--- config.mk ---
export PLATFORM = sky130hd
export DESIGN_NAME = neuron_layer_driver
export DESIGN_NICKNAME = d
export VERILOG_FILES = /design/src/rtl/neuron_layer_driver.sv
export SDC_FILE = /design/constraint.sdc
export NUM_CORES = 1
export LEC_CHECK = 0
export ABC_CLOCK_PERIOD_IN_PS = 46800
export CAP_MARGIN = 20
export CORE_ASPECT_RATIO = 1.25
export CORE_MARGIN = 3
export CORE_UTILIZATION = 38
export CTS_BUF_LIST = sky130_fd_sc_hd__clkbuf_16
export CTS_CLUSTER_SIZE = 25
export DETAILED_ROUTE_END_ITERATION = 10
export GPL_ROUTABILITY_DRIVEN = 0
export SYNTH_ARGS = -nofsm -noshare
export SYNTH_HDL_FRONTEND = slang
export SYNTH_SLANG_ARGS = --single-unit
--- constraint.sdc ---
create_clock -name clk -period 46.8 [get_ports clk]
set_input_delay 9.36 -clock clk [delete_from_list [all_inputs] [get_ports clk]]
set_output_delay 9.36 -clock clk [all_outputs]
set_load 0.005 [all_outputs]
--- src/rtl/neuron_layer_driver.sv ---
// Layer driver for a serial neuron MAC: holds the per-row table, walks the enabled
// rows for one captured input vector, and streams MAC results out tagged by row.
module neuron_layer_driver #(
  parameter int unsigned NUM_INPUTS  = 8,
  parameter int unsigned NUM_NEURONS = 4,
  parameter int unsigned X_W         = 8,
  parameter int unsigned W_W         = 8,
  parameter int unsigned B_W         = 32,
  parameter int unsigned OUT_W       = 16,
  localparam int unsigned IDX_W      = (NUM_NEURONS > 1) ? $clog2(NUM_NEURONS) : 1
) (
  input  logic                        clk,
  input  logic                        rst,
  input  logic                        cfg_we,
  input  logic [IDX_W-1:0]            cfg_addr,
  input  logic                        cfg_en,
  input  logic [NUM_INPUTS*W_W-1:0]   cfg_w,
  input  logic [B_W-1:0]              cfg_bias,
  input  logic [NUM_INPUTS-1:0]       cfg_mask,
  input  logic [1:0]                  cfg_act,
  input  logic                        vec_valid,
  output logic                        vec_ready,
  input  logic [NUM_INPUTS*X_W-1:0]   vec_x,
  output logic                        mac_in_valid,
  input  logic                        mac_in_ready,
  output logic [B_W-1:0]              mac_bias,
  output logic [NUM_INPUTS*X_W-1:0]   mac_x_flat,
  output logic [NUM_INPUTS*W_W-1:0]   mac_w_flat,
  output logic [1:0]                  mac_act_sel,
  output logic [NUM_INPUTS-1:0]       mac_mask_flat,
  input  logic                        mac_out_valid,
  output logic                        mac_out_ready,
  input  logic [OUT_W-1:0]            mac_out_data,
  output logic                        res_valid,
  input  logic                        res_ready,
  output logic [OUT_W-1:0]            res_data,
  output logic [IDX_W-1:0]            res_idx,
  output logic                        res_last,
  output logic                        busy
);

  typedef enum logic [1:0] {S_IDLE, S_ISSUE, S_WAIT, S_EMIT} state_e;

  state_e                      state_q;
  logic [NUM_NEURONS-1:0]      en_q;
  logic [NUM_INPUTS*W_W-1:0]   w_q    [NUM_NEURONS];
  logic [B_W-1:0]              bias_q [NUM_NEURONS];
  logic [NUM_INPUTS-1:0]       mask_q [NUM_NEURONS];
  logic [1:0]                  act_q  [NUM_NEURONS];
  logic [IDX_W-1:0]            idx_q;
  logic [NUM_INPUTS*X_W-1:0]   x_q;
  logic [B_W-1:0]              mac_bias_q;
  logic [NUM_INPUTS*W_W-1:0]   mac_w_q;
  logic [NUM_INPUTS-1:0]       mac_mask_q;
  logic [1:0]                  mac_act_q;
  logic                        mac_in_valid_q, mac_out_ready_q;
  logic                        res_valid_q, res_last_q, busy_q;
  logic [OUT_W-1:0]            res_data_q;
  logic [IDX_W-1:0]            res_idx_q;

  // Lowest enabled row at or above start; MSB is the found flag.
  function automatic logic [IDX_W:0] find_en(input logic [NUM_NEURONS-1:0] en, input int start);
    logic             found;
    logic [IDX_W-1:0] idx;
    found = 1'b0;
    idx   = '0;
    for (int i = 0; i < int'(NUM_NEURONS); i++) begin
      if (!found && en[i] && (i >= start)) begin
        found = 1'b1;
        idx   = IDX_W'(i);
      end
    end
    return {found, idx};
  endfunction

  logic [IDX_W:0]   first_r, next_r;
  logic [IDX_W-1:0] sel_idx;

  always_comb begin
    first_r = find_en(en_q, 0);
    next_r  = find_en(en_q, int'(idx_q) + 1);
    sel_idx = (state_q == S_IDLE) ? first_r[IDX_W-1:0] : next_r[IDX_W-1:0];
  end

  always_ff @(posedge clk) begin
    if (rst) begin
      state_q         <= S_IDLE;
      en_q            <= '0;
      idx_q           <= '0;
      mac_in_valid_q  <= 1'b0;
      mac_out_ready_q <= 1'b0;
      res_valid_q     <= 1'b0;
      res_last_q      <= 1'b0;
      res_data_q      <= '0;
      res_idx_q       <= '0;
      busy_q          <= 1'b0;
    end else begin
      case (state_q)
        S_IDLE: begin
          if (cfg_we) begin
            en_q[cfg_addr]   <= cfg_en;
            w_q[cfg_addr]    <= cfg_w;
            bias_q[cfg_addr] <= cfg_bias;
            mask_q[cfg_addr] <= cfg_mask;
            act_q[cfg_addr]  <= cfg_act;
          end
          if (vec_valid) begin
            x_q <= vec_x;
            if (first_r[IDX_W]) begin
              idx_q          <= sel_idx;
              mac_bias_q     <= bias_q[sel_idx];
              mac_w_q        <= w_q[sel_idx];
              mac_mask_q     <= mask_q[sel_idx];
              mac_act_q      <= act_q[sel_idx];
              mac_in_valid_q <= 1'b1;
              busy_q         <= 1'b1;
              state_q        <= S_ISSUE;
            end
          end
        end
        S_ISSUE: begin
          if (mac_in_ready) begin
            mac_in_valid_q  <= 1'b0;
            mac_out_ready_q <= 1'b1;
            state_q         <= S_WAIT;
          end
        end
        S_WAIT: begin
          if (mac_out_valid) begin
            res_data_q      <= mac_out_data;
            res_idx_q       <= idx_q;
            res_last_q      <= ~next_r[IDX_W];
            res_valid_q     <= 1'b1;
            mac_out_ready_q <= 1'b0;
            state_q         <= S_EMIT;
          end
        end
        S_EMIT: begin
          if (res_ready) begin
            res_valid_q <= 1'b0;
            if (res_last_q) begin
              busy_q  <= 1'b0;
              state_q <= S_IDLE;
            end else begin
              // idx_q is still the emitted row here, so next_r is the following row.
              idx_q          <= sel_idx;
              mac_bias_q     <= bias_q[sel_idx];
              mac_w_q        <= w_q[sel_idx];
              mac_mask_q     <= mask_q[sel_idx];
              mac_act_q      <= act_q[sel_idx];
              mac_in_valid_q <= 1'b1;
              state_q        <= S_ISSUE;
            end
          end
        end
        default: state_q <= S_IDLE;
      endcase
    end
  end

  assign vec_ready     = (state_q == S_IDLE) && !rst;
  assign mac_in_valid  = mac_in_valid_q;
  assign mac_bias      = mac_bias_q;
  assign mac_x_flat    = x_q;
  assign mac_w_flat    = mac_w_q;
  assign mac_act_sel   = mac_act_q;
  assign mac_mask_flat = mac_mask_q;
  assign mac_out_ready = mac_out_ready_q;
  assign res_valid     = res_valid_q;
  assign res_data      = res_data_q;
  assign res_idx       = res_idx_q;
  assign res_last      = res_last_q;
  assign busy          = busy_q;

endmodule

==> flow_summary.yaml <==
worst_setup_path:
  worstSetupStartpointType: "primary input"
  crit_chain: "clkdlybuf4s50_1 -> buf_4 -> nor2b_1 -> clkdlybuf4s50_1"
  crit_path_frequent_cell: "clkdlybuf4s50_1"
  path_depth: 4
  cp_max_fo: 37
  crit_slowest_cell: "clkdlybuf4s50_1"
  r2r_cells: 8
  end_kind: "primary output"
  path_buf_inv: 3
  cp_data_required_time_ps: 37440
  slowest_delay_ps: 560
  arrival_ps: 10810
  crit_type: "primary input to primary output"
  path_delay_family: "buffers and inverters"
synth:
  synth-seq-cells: 625
  ys_warn_count: 0
  avgSynthCellArea_sq_um: 16.3
  yosysUniqueCellTypes: 48
  yosysSeqAreaShare_pct: 78.4
  yosysTopAreaCell: "edfxtp_1"
  synth_cells: 1445
  synthArstFlopShare_pct: 0
  synth_area_leaders: "edfxtp_1 76%, a32oi_1 7.9%, o21ai_0 3.1%, dfxtp_1 2.6%, nand3_1 2.3%"
  synth-edff-count: 594
  synth_ff_type: "edfxtp_1"
  syn-cell-area_sq_um: 23500
  synth.net_count: 1645
  synth_top_area_share_pct: 75.8
finish:
  fillers: 5126
  multi_input_area_sq_um: 4350
  layout-drive-gt1-share_pct: 7.15
  seq_area_sq_um: 18500
  areaGrowthSynthToFinish_pct: 28.5
  layout_commonest_cell: "edfxtp_1"
  final_nets: 1982
  mostFrequentLayoutCells: "594 x edfxtp_1, 389 x clkdlybuf4s50_1, 212 x a32oi_1"
timing:
  fmax_mhz: 49.6
  finalMaxSlewViolations: 0
  period_share_pct: 43.1
  hold_violations: 0
  final.min_clock_period_ps: 20170
  setup_tns_ps: 0
  worstMarginPinSlew_ps: 1140
  setup_viol: 0
  holdWs_ps: 453
  rsz0062_at_grt: "no"
  slew_headroom_pct: 24.0
  fin_skew_ps: 24.6
global_routing:
  grt_pass1_vias: 15235
  grt_pass1_wl_um: 95500
  antenna_found_initial: 14
  grt-ovfl-total: 0
  grt_max_degree: 213
  track_usage_pct: 19.2
route:
  via_count: 14765
  wl_um: 64300
  drt_iter0_markers: 1077
  wl_per_cell_um: 24.1
  antenna_left: 0
  viasPerCell: 5.54
  drt_first_pass_iters: 5
  drcViolationCount: 0
hold_path:
  hold_path_depth: 2
  hold_class: "flip-flop to flip-flop"
cts:
  clkLatencyLatePin_ps: 600
  clockRootBuffer: "clkbuf_16"
  cts_tree: "yes"
  cts_sinks: 625
  ctsResizeCount: 0
  cts_made_buffers: 66
  clk_pin_slew_ps: 50
  cts_buffer_depth: 3
  cts_setup_buffers: 0
  h-tree-depth: 3
  cts_hold_buffers: 0
placement:
  portBuffers: 389
  dp_hpwl_um: 33200
power:
  p_int_mw: 1.09
  seqPwrFrac_pct: 48.2
  power_mw: 1.44
  comb_power_share_pct: 15.3
  switching_power_mw: 0.353
  p_clk_share_pct: 36.5
  powerDensity_nw_per_um2: 47.7
  peakVddDrop_uv: 38.0
  switching_share_pct: 24.5
  leakage_nw: 9.52
status:
  run_status: "finished clean"
floorplan:
  ioPinCount: 390
  coreArea_sq_um: 61000
  die_w_um: 229
  die_h_um: 284
  start_util_pct: 38.6
  fp.dieArea_sq_um: 65000
  std_cell_rows: 101
run:
  drv_cap: 0
## worst min-delay path: stages, from the launching register on
cell     delay [ps]
dfxtp_1         300
nand2_1          50
a21oi_1          50
## cells by family after synthesis
kind of cell | synth area share (%)
buffers and inverters | 3.38
and+or+nand+nor | 3.93
muxes | 0.170
AOI/OAI and AO/OA | 13.9
DFF | 78.4
adders and majority gates | 0.213
## registers in the layout, summed over array words and instances, names as in the netlist, 2 cells and up
register	cells
w_q	256
bias_q	128
mac_w_flat	64
mac_x_flat	64
mac_bias	32
mask_q	32
res_data	16
act_q	8
mac_mask_flat	8
en_q	4
idx_q	2
mac_act_sel	2
res_idx	2
state_q	2
## cell type report
type / instances / share of cell area, %
flip-flops and latches: 625 / 61.0
multi-input cells: 668 / 14.4
repair buffers: 410 / 13.7
clock buffers: 69 / 5.71
well taps: 824 / 3.41
clock inverters: 50 / 1.54
inverters: 11 / 0.137
diodes: 10 / 0.0828
## Yosys cell counts, types with 2 or more instances
library cell  count
nand3b_1          2
mux2i_1           4
clkbuf_2         10
nand2_1          43
ha_1              4
nor3b_2           2
clkbuf_1         64
buf_6            15
nand2b_1          3
a211oi_1          2
and2_1            5
buf_4            19
a21oi_1          25
edfxtp_1        594
a32oi_1         212
inv_1            11
o21ai_1          70
nor2b_1           5
dfxtp_1          31
nor2_1           11
nand3_1         107
o21ai_0         147
buf_1            11
nor3_1            3
buf_2            22
## power groups by stage
stage / logic, mW / clock network (mW) / registers [mW]
3_3_place_gp: 0.218 / 0 / 0.706
6_report: 0.221 / 0.527 / 0.695
3_5_place_dp: 0.222 / 0 / 0.707
5_1_grt: 0.238 / 0.563 / 0.699
4_1_cts: 0.223 / 0.541 / 0.696
2_1_floorplan: 0.0945 / 0 / 0.721
## layer usage
| layer | vias up | GRT usage [%] | routed length, um |
|---|---|---|---|
| li1 | 6610 | - | - |
| met1 | 7550 | 23.5 | 25900 |
| met2 | 493 | 32.7 | 32100 |
| met3 | 104 | 4.46 | 4360 |
| met4 | 8 | 7.99 | 1900 |
| met5 | - | 0 | 54 |
## per-stage QoR
stage / setup slack (ps) / area [sq um] / cells / utilization, %
after detailed placement: 26620 / 28000 / 2536 / 45.8
after floorplan: 19620 / 23500 / 1445 / -
after global placement: 26630 / 28000 / 2536 / 45.8
after global routing: 26570 / 30200 / 2663 / 49.5
after CTS: 26630 / 30200 / 2655 / 49.4
final: 26630 / 30200 / 2667 / 49.5
## final timing paths
kind	slack, ps	end	from
min	450	res_data[10]	res_data[10]
max	26630	vec_ready	rst
min reg2reg	450	res_data[10]	res_data[10]
max reg2reg	43040	mac_w_flat[61]	state_q[0]
Note: power is estimated with default switching activity, not from simulation.
